## config.mk

```make
export PLATFORM = sky130hd
export DESIGN_NAME = cmp_share_arb
export DESIGN_NICKNAME = d
export VERILOG_FILES = /design/src/rtl/cmp_share_arb_pkg.sv /design/src/rtl/cmp_share_arb_rr_pick.sv /design/src/rtl/cmp_share_arb.sv
export SDC_FILE = /design/constraint.sdc
export NUM_CORES = 1
export LEC_CHECK = 0
export ABC_AREA = 0
export CELL_PAD_IN_SITES_DETAIL_PLACEMENT = 0
export CELL_PAD_IN_SITES_GLOBAL_PLACEMENT = 2
export CORE_ASPECT_RATIO = 1.25
export CORE_MARGIN = 5
export CORE_UTILIZATION = 18
export DETAILED_ROUTE_END_ITERATION = 10
export PLACE_DENSITY_LB_ADDON = 0.1
export SKIP_LAST_GASP = 1
export SLEW_MARGIN = 20
export SYNTH_ARGS = -nofsm -noshare
export SYNTH_HDL_FRONTEND = slang
export SYNTH_SLANG_ARGS = --single-unit
```

## constraint.sdc

```tcl
create_clock -name clk -period 4.3 [get_ports clk]
set_clock_uncertainty 0.05 [all_clocks]
set_input_delay 1.075 -clock clk [delete_from_list [all_inputs] [get_ports clk]]
set_output_delay 1.075 -clock clk [all_outputs]
set_load 0.05 [all_outputs]
```

## src/rtl/cmp_share_arb_pkg.sv

```systemverilog
// Shared types and constants for the round-robin shared comparator.
package cmp_share_arb_pkg;

    localparam int NREQ_DEF = 4;
    localparam int DW_DEF   = 16;

    typedef struct packed {
        logic gt;
        logic eq;
        logic lt;
    } cmp_res_t;

    typedef enum logic {
        OS_EMPTY = 1'b0,
        OS_FULL  = 1'b1
    } ostate_e;

    function automatic int clog2(input int n);
        int r;
        r = 0;
        while ((1 << r) < n) begin
            r = r + 1;
        end
        return r;
    endfunction

endpackage

```

## src/rtl/cmp_share_arb_rr_pick.sv

```systemverilog
// Combinational round-robin picker: first set request at or above ptr_i,
// wrapping back to index 0.
module cmp_share_arb_rr_pick
    import cmp_share_arb_pkg::*;
#(
    parameter int NREQ = NREQ_DEF,
    parameter int IDW  = clog2(NREQ)
) (
    input  logic [NREQ-1:0] req_i,
    input  logic [IDW-1:0]  ptr_i,
    input  logic            en_i,
    output logic [NREQ-1:0] gnt_o,
    output logic [IDW-1:0]  idx_o,
    output logic            any_o
);

    always_comb begin
        gnt_o = '0;
        idx_o = '0;
        any_o = 1'b0;
        if (en_i) begin
            for (int k = 0; k < NREQ; k++) begin
                if (!any_o && req_i[(int'(ptr_i) + k) % NREQ]) begin
                    any_o = 1'b1;
                    gnt_o[(int'(ptr_i) + k) % NREQ] = 1'b1;
                    idx_o = IDW'((int'(ptr_i) + k) % NREQ);
                end
            end
        end
    end

endmodule

```

## src/rtl/cmp_share_arb.sv

```systemverilog
// Round-robin sharing of one unsigned comparator with a registered result stage.
// Optional consume/equal counters behind CMP_SHARE_ARB_STATS_EN.
module cmp_share_arb
    import cmp_share_arb_pkg::*;
#(
    parameter int NREQ = NREQ_DEF,
    parameter int DW   = DW_DEF,
    parameter int IDW  = clog2(NREQ)
) (
    input  logic               clk,
    input  logic               rst,
    input  logic [NREQ-1:0]    req_valid,
    output logic [NREQ-1:0]    req_ready,
    input  logic [NREQ*DW-1:0] req_a,
    input  logic [NREQ*DW-1:0] req_b,
    output logic               rsp_valid,
    input  logic               rsp_ready,
    output logic [IDW-1:0]     rsp_id,
`ifdef CMP_SHARE_ARB_STATS_EN
    output logic [15:0]        txn_count,
    output logic [15:0]        eq_count,
`endif
    output logic               rsp_gt,
    output logic               rsp_eq,
    output logic               rsp_lt
);

    ostate_e        state_q, state_d;
    cmp_res_t       res_q, res_d;
    logic [IDW-1:0] id_q;
    logic [IDW-1:0] ptr_q, ptr_d;
    logic           accept;
    logic           pick_en;
    logic           any_gnt;
    logic [IDW-1:0] gnt_idx;
    logic [DW-1:0]  a_sel, b_sel;

    assign accept  = (state_q == OS_EMPTY) | rsp_ready;
    assign pick_en = accept & ~rst;

    cmp_share_arb_rr_pick #(
        .NREQ (NREQ),
        .IDW  (IDW)
    ) u_pick (
        .req_i (req_valid),
        .ptr_i (ptr_q),
        .en_i  (pick_en),
        .gnt_o (req_ready),
        .idx_o (gnt_idx),
        .any_o (any_gnt)
    );

    // The single shared comparator sees only the granted pair.
    assign a_sel = req_a[int'(gnt_idx)*DW +: DW];
    assign b_sel = req_b[int'(gnt_idx)*DW +: DW];

    always_comb begin
        res_d.gt = a_sel > b_sel;
        res_d.eq = a_sel == b_sel;
        res_d.lt = a_sel < b_sel;
    end

    assign ptr_d = (gnt_idx == IDW'(NREQ - 1)) ? '0 : gnt_idx + 1'b1;

    always_ff @(posedge clk) begin
        if (rst) begin
            state_q <= OS_EMPTY;
        end else begin
            state_q <= state_d;
        end
    end

    always_comb begin
        state_d = state_q;
        unique case (state_q)
            OS_EMPTY: begin
                if (any_gnt) state_d = OS_FULL;
            end
            OS_FULL: begin
                if (any_gnt)        state_d = OS_FULL;
                else if (rsp_ready) state_d = OS_EMPTY;
            end
            default: state_d = OS_EMPTY;
        endcase
    end

    always_comb begin
        rsp_valid = (state_q == OS_FULL);
        rsp_id    = id_q;
        rsp_gt    = res_q.gt;
        rsp_eq    = res_q.eq;
        rsp_lt    = res_q.lt;
    end

    always_ff @(posedge clk) begin
        if (rst) begin
            res_q <= '0;
            id_q  <= '0;
            ptr_q <= '0;
        end else if (any_gnt) begin
            res_q <= res_d;
            id_q  <= gnt_idx;
            ptr_q <= ptr_d;
        end else if (rsp_ready) begin
            res_q <= '0;
        end
    end

`ifdef CMP_SHARE_ARB_STATS_EN
    logic [15:0] txn_q, eq_q;
    logic        consumed;

    assign consumed = rsp_valid & rsp_ready;

    always_ff @(posedge clk) begin
        if (rst) begin
            txn_q <= '0;
            eq_q  <= '0;
        end else if (consumed) begin
            if (txn_q != 16'hFFFF) txn_q <= txn_q + 16'd1;
            if (res_q.eq && eq_q != 16'hFFFF) eq_q <= eq_q + 16'd1;
        end
    end

    assign txn_count = txn_q;
    assign eq_count  = eq_q;
`endif

endmodule

```

==> summary.md <==
| Metric | Value |
|---|---|
| Worst reg2reg path depth | 15 |
| Cell area after layout | 4220 um2 |
| WP data arrival | 4.19 ns |
| Initial DRC Count | 24 |
| Kind of critical path | input port to register |
| Yosys Warn Count | 0 |
| Fin. Hold Viols | 0 |
| Mapped Cells | 190 |
| Critical Path RT | roughly 4.4 ns |
| Highest Signal Layer | met4 |
| Residual DRC | 0 |
| Pwr dens | 348 nW/um2 |
| Unrepaired setup endpoints after global routing | no |
| Post-placement cell count | 520 |
| Crit-path cells | clkdlybuf4s15_1 > or3b_1 > a2111o_1 > nand3_2 > o21a_4 > buf_12 > mux4_1 > ha_1 > nor2b_1 > o21a_1 > o21a_1 > o21ai_2 > o2111ai_2 > a21o_1 |
| Final setup viols | 0 |
| Post-Route M1 WL | 3110 um |
| Hold Path Sink | rsp_eq |
| Most frequent cells in the layout | clkdlybuf4s50_1 (136), buf_4 (34), mux4_2 (22), inv_1 (21), ha_1 (20) |
| Ys flop type | dfxtp_1 |
| DR WL/cell | 16.7 um |
| R2r endpoint | rsp_gt |
| DR WL met3 | 712 um |
| Sequential Area | 161 um2 |
| Reg2reg setup slack | 0.39 ns |
| Status | complete, no violations |
| CTS clk-pin slew, worst paths | 0.04 ns |
| Sink Count | 8 |
| Port Buffers | 144 |
| ANT cells | 0 |
| Avg Inst Size Synth | 11.3 um2 |
| Final worst slack | 0.186 ns |
| Core area | about 12000 um2 |
| Placed cell area | 4000 um2 |
| Slew Limit Fails | 0 |
| Initial antenna violation count | 0 |
| Vias/cell | 4.44 |
| Synthesized area | 2150 um2 |
| Hold_sp | rsp_eq |
| Number of global-route vias before repair | 2690 |
| GPL Wtd Cong | 0.744 |
| Site Rows | 44 |
| Root Driver | clkbuf_16 |
| I/O Pins | 145 |
| Post-layout min period | 4.11 ns |
| Fraction of layout cells with a size suffix above 1 | 26.0% |
| Peak per-stage delay on the critical path | around 0.56 ns |
| Transition time of the tightest slew-check pin | 0.500 ns |
| Critical Path Source Type | input port |
| Crit-path most repeated cell | o21a_1 |
| Max-Cap Viols | 0 |
| Final Instance Count excl. Fillers | ~530 |
| Asr flop ratio synth | 0% |
| FMAX | 243 MHz |
| Skew-Pair Late Insertion Delay | 0.23 ns |
| Overflow after GRT | 0 |
| Worst vdd ir | 0.120 mV |
| GRT Overall Usage | 12.1% |
| CP max stage cell | mux4_1 |
| First-pass GRT wire length | 13500 um |
| Multi-input gate area | between 1500 and 2000 um2 |
| Leak | approximately 1.6 nW |
| Drt pass-1 iters | 4 |
| TritonCTS clock tree | yes |
| Antenna Violating Nets Remaining | 0 |
| CP max FO | 8 |
| Die Span Y | ~130 um |
| Met2 WL | 4840 um |
| Tcrit/Tclk final | 95.7% |
| Htree depth | 1 |
| Area growth from synthesis to layout | 96.0% |
| Hold path depth | 2 |
| Critical Path End Type | register |
| CTS max path bufs | 2 |
| CTS Buf Count | 3 |
| Final wirelength | roughly 8800 um |
| Die X | 108 um |
| DR vias | 2333 |
| Largest net degree at the start of global routing | 18 |
| Fillers | around 1200 |
| Net Count, Synth | 349 |
| Initial Util | 18.4% |
| Pwr Total | 1.47 mW |
| Post-DP HPWL | 7830 um |
| Yosys reg bits | 8 |
| Slew HR | 66.6% |
| Final #Nets | about 530 |
| Worst slack, placed | -0.464 ns |
| Commonest non-fill, non-tap cell in the layout | clkdlybuf4s50_1 |
| Reg-to-Reg Start | ptr_q[1] |
| EDFF count, synth | 0 |
| Synth cell types | 47 |
| Seq/Total Area, Yosys | 7.45% |
| DIE AREA | between 10000 and 15000 um2 |
| Hold Crit Class | register to register |
==> registers in the layout (all words and copies together) (netlist names) <==
register,cells
ptr_q,2
rsp_eq,1
rsp_gt,1
rsp_id,2
rsp_lt,1
rsp_valid,1
==> repair_timing <==
action                                  in CTS  in global routing
cloned                                       1                  0
gates resized for setup                      9                 24
setup buffers                                0                  2
endpoints found under the setup margin       3                  3
hold buffers                                 0                  0
pin swaps                                    1                  4
==> synthesized netlist by cell type, types with 2 or more instances <==
library cell / count / share of area (%)
mux4_1: 17 / 21
buf_12: 3 / 2.8
mux4_2: 17 / 18
a211oi_1: 2 / 0.70
a21o_1: 5 / 1.7
nand3b_1: 2 / 0.70
a31oi_1: 2 / 0.58
o21ai_0: 4 / 0.93
nor2b_1: 2 / 0.58
or2_2: 2 / 0.58
buf_6: 4 / 2.1
buf_2: 3 / 0.70
mux2i_1: 3 / 1.4
buf_8: 2 / 1.4
inv_1: 21 / 3.7
nand4_1: 3 / 0.87
a22oi_1: 4 / 1.4
nor3_1: 2 / 0.47
dfxtp_1: 8 / 7.4
o2111ai_1: 2 / 0.81
ha_1: 24 / 14
nand2_1: 3 / 0.52
a21oi_1: 7 / 1.6
a211oi_2: 2 / 1.2
a221oi_1: 4 / 1.6
nor2_1: 15 / 2.6
o21a_1: 4 / 1.4
nand2b_1: 3 / 0.87
nand4b_1: 2 / 0.81
==> per-stage QoR <==
step / hold slack [ns] / utilization [%] / TNS [ns]
global placement: 0.436 / 34.3 / -1.34
finish: 0.438 / 36.1 / 0
floorplan: 0.660 / - / 0
detailed placement: 0.432 / 34.3 / -1.31
CTS: 0.443 / 35.3 / 0
global route: 0.472 / 36.1 / 0
==> where the power goes <==
part	total, mW	internal [mW]	switching [mW]
logic	1.21	0.664	0.544
registers	0.102	0.0924	0.00959
clock network	0.156	0.120	0.0366
==> cells by family (layout without fill, tap and decap cells) <==
logic type               Yosys count  count (layout)  share of synthesized area, %
AND/OR/NAND/NOR                   43              43                          11.6
adder cells (fa/ha/maj)           24              24                          14.0
multiplexers                      38              38                          41.0
flip-flops                         8               8                          7.45
buffers and inverters             35             210                          11.2
AO/OA/AOI/OAI                     42              42                          14.7
==> per-layer routing <==
metal | up-vias | global-route usage [%]
li1 | 1120 | -
met2 | 100 | 23.6
met3 | 7 | 3.53
met4 | 0 | 2.53
met5 | - | 0
met1 | 1106 | 12.4
==> critical path, delay by kind of cell <==
kind	cells	cell delay [ns]
buffers and inverters	2	0.39
and+or+nand+nor	3	0.60
muxes	1	0.56
adders and majority gates	1	0.31
AOI/OAI and AO/OA	7	1.27
==> worst max-delay path by stage <==
| stage | from | end | slack [ns] | depth (start not counted) |
|---|---|---|---|---|
| 2_1_floorplan | req_valid[0] | rsp_gt | 0.03 | 15 |
| 4_1_cts | req_valid[2] | rsp_lt | 0.02 | 15 |
| 3_3_place_gp | req_valid[2] | rsp_gt | -0.46 | 14 |
| 3_5_place_dp | req_valid[2] | rsp_gt | -0.46 | 16 |
| 6_report | req_valid[0] | rsp_gt | 0.19 | 14 |
| 5_1_grt | req_valid[0] | rsp_gt | 0.003 | 15 |
==> cell type report <==
type | count | area share, %
flip-flops and latches | 8 | 3.83
multi-input cells | 147 | 43.1
repair buffers | 186 | 44.6
well taps | 161 | 4.78
clock buffers | 3 | 1.78
inverters | 21 | 1.87
No activity file was read; power rests on OpenSTA's default activity.
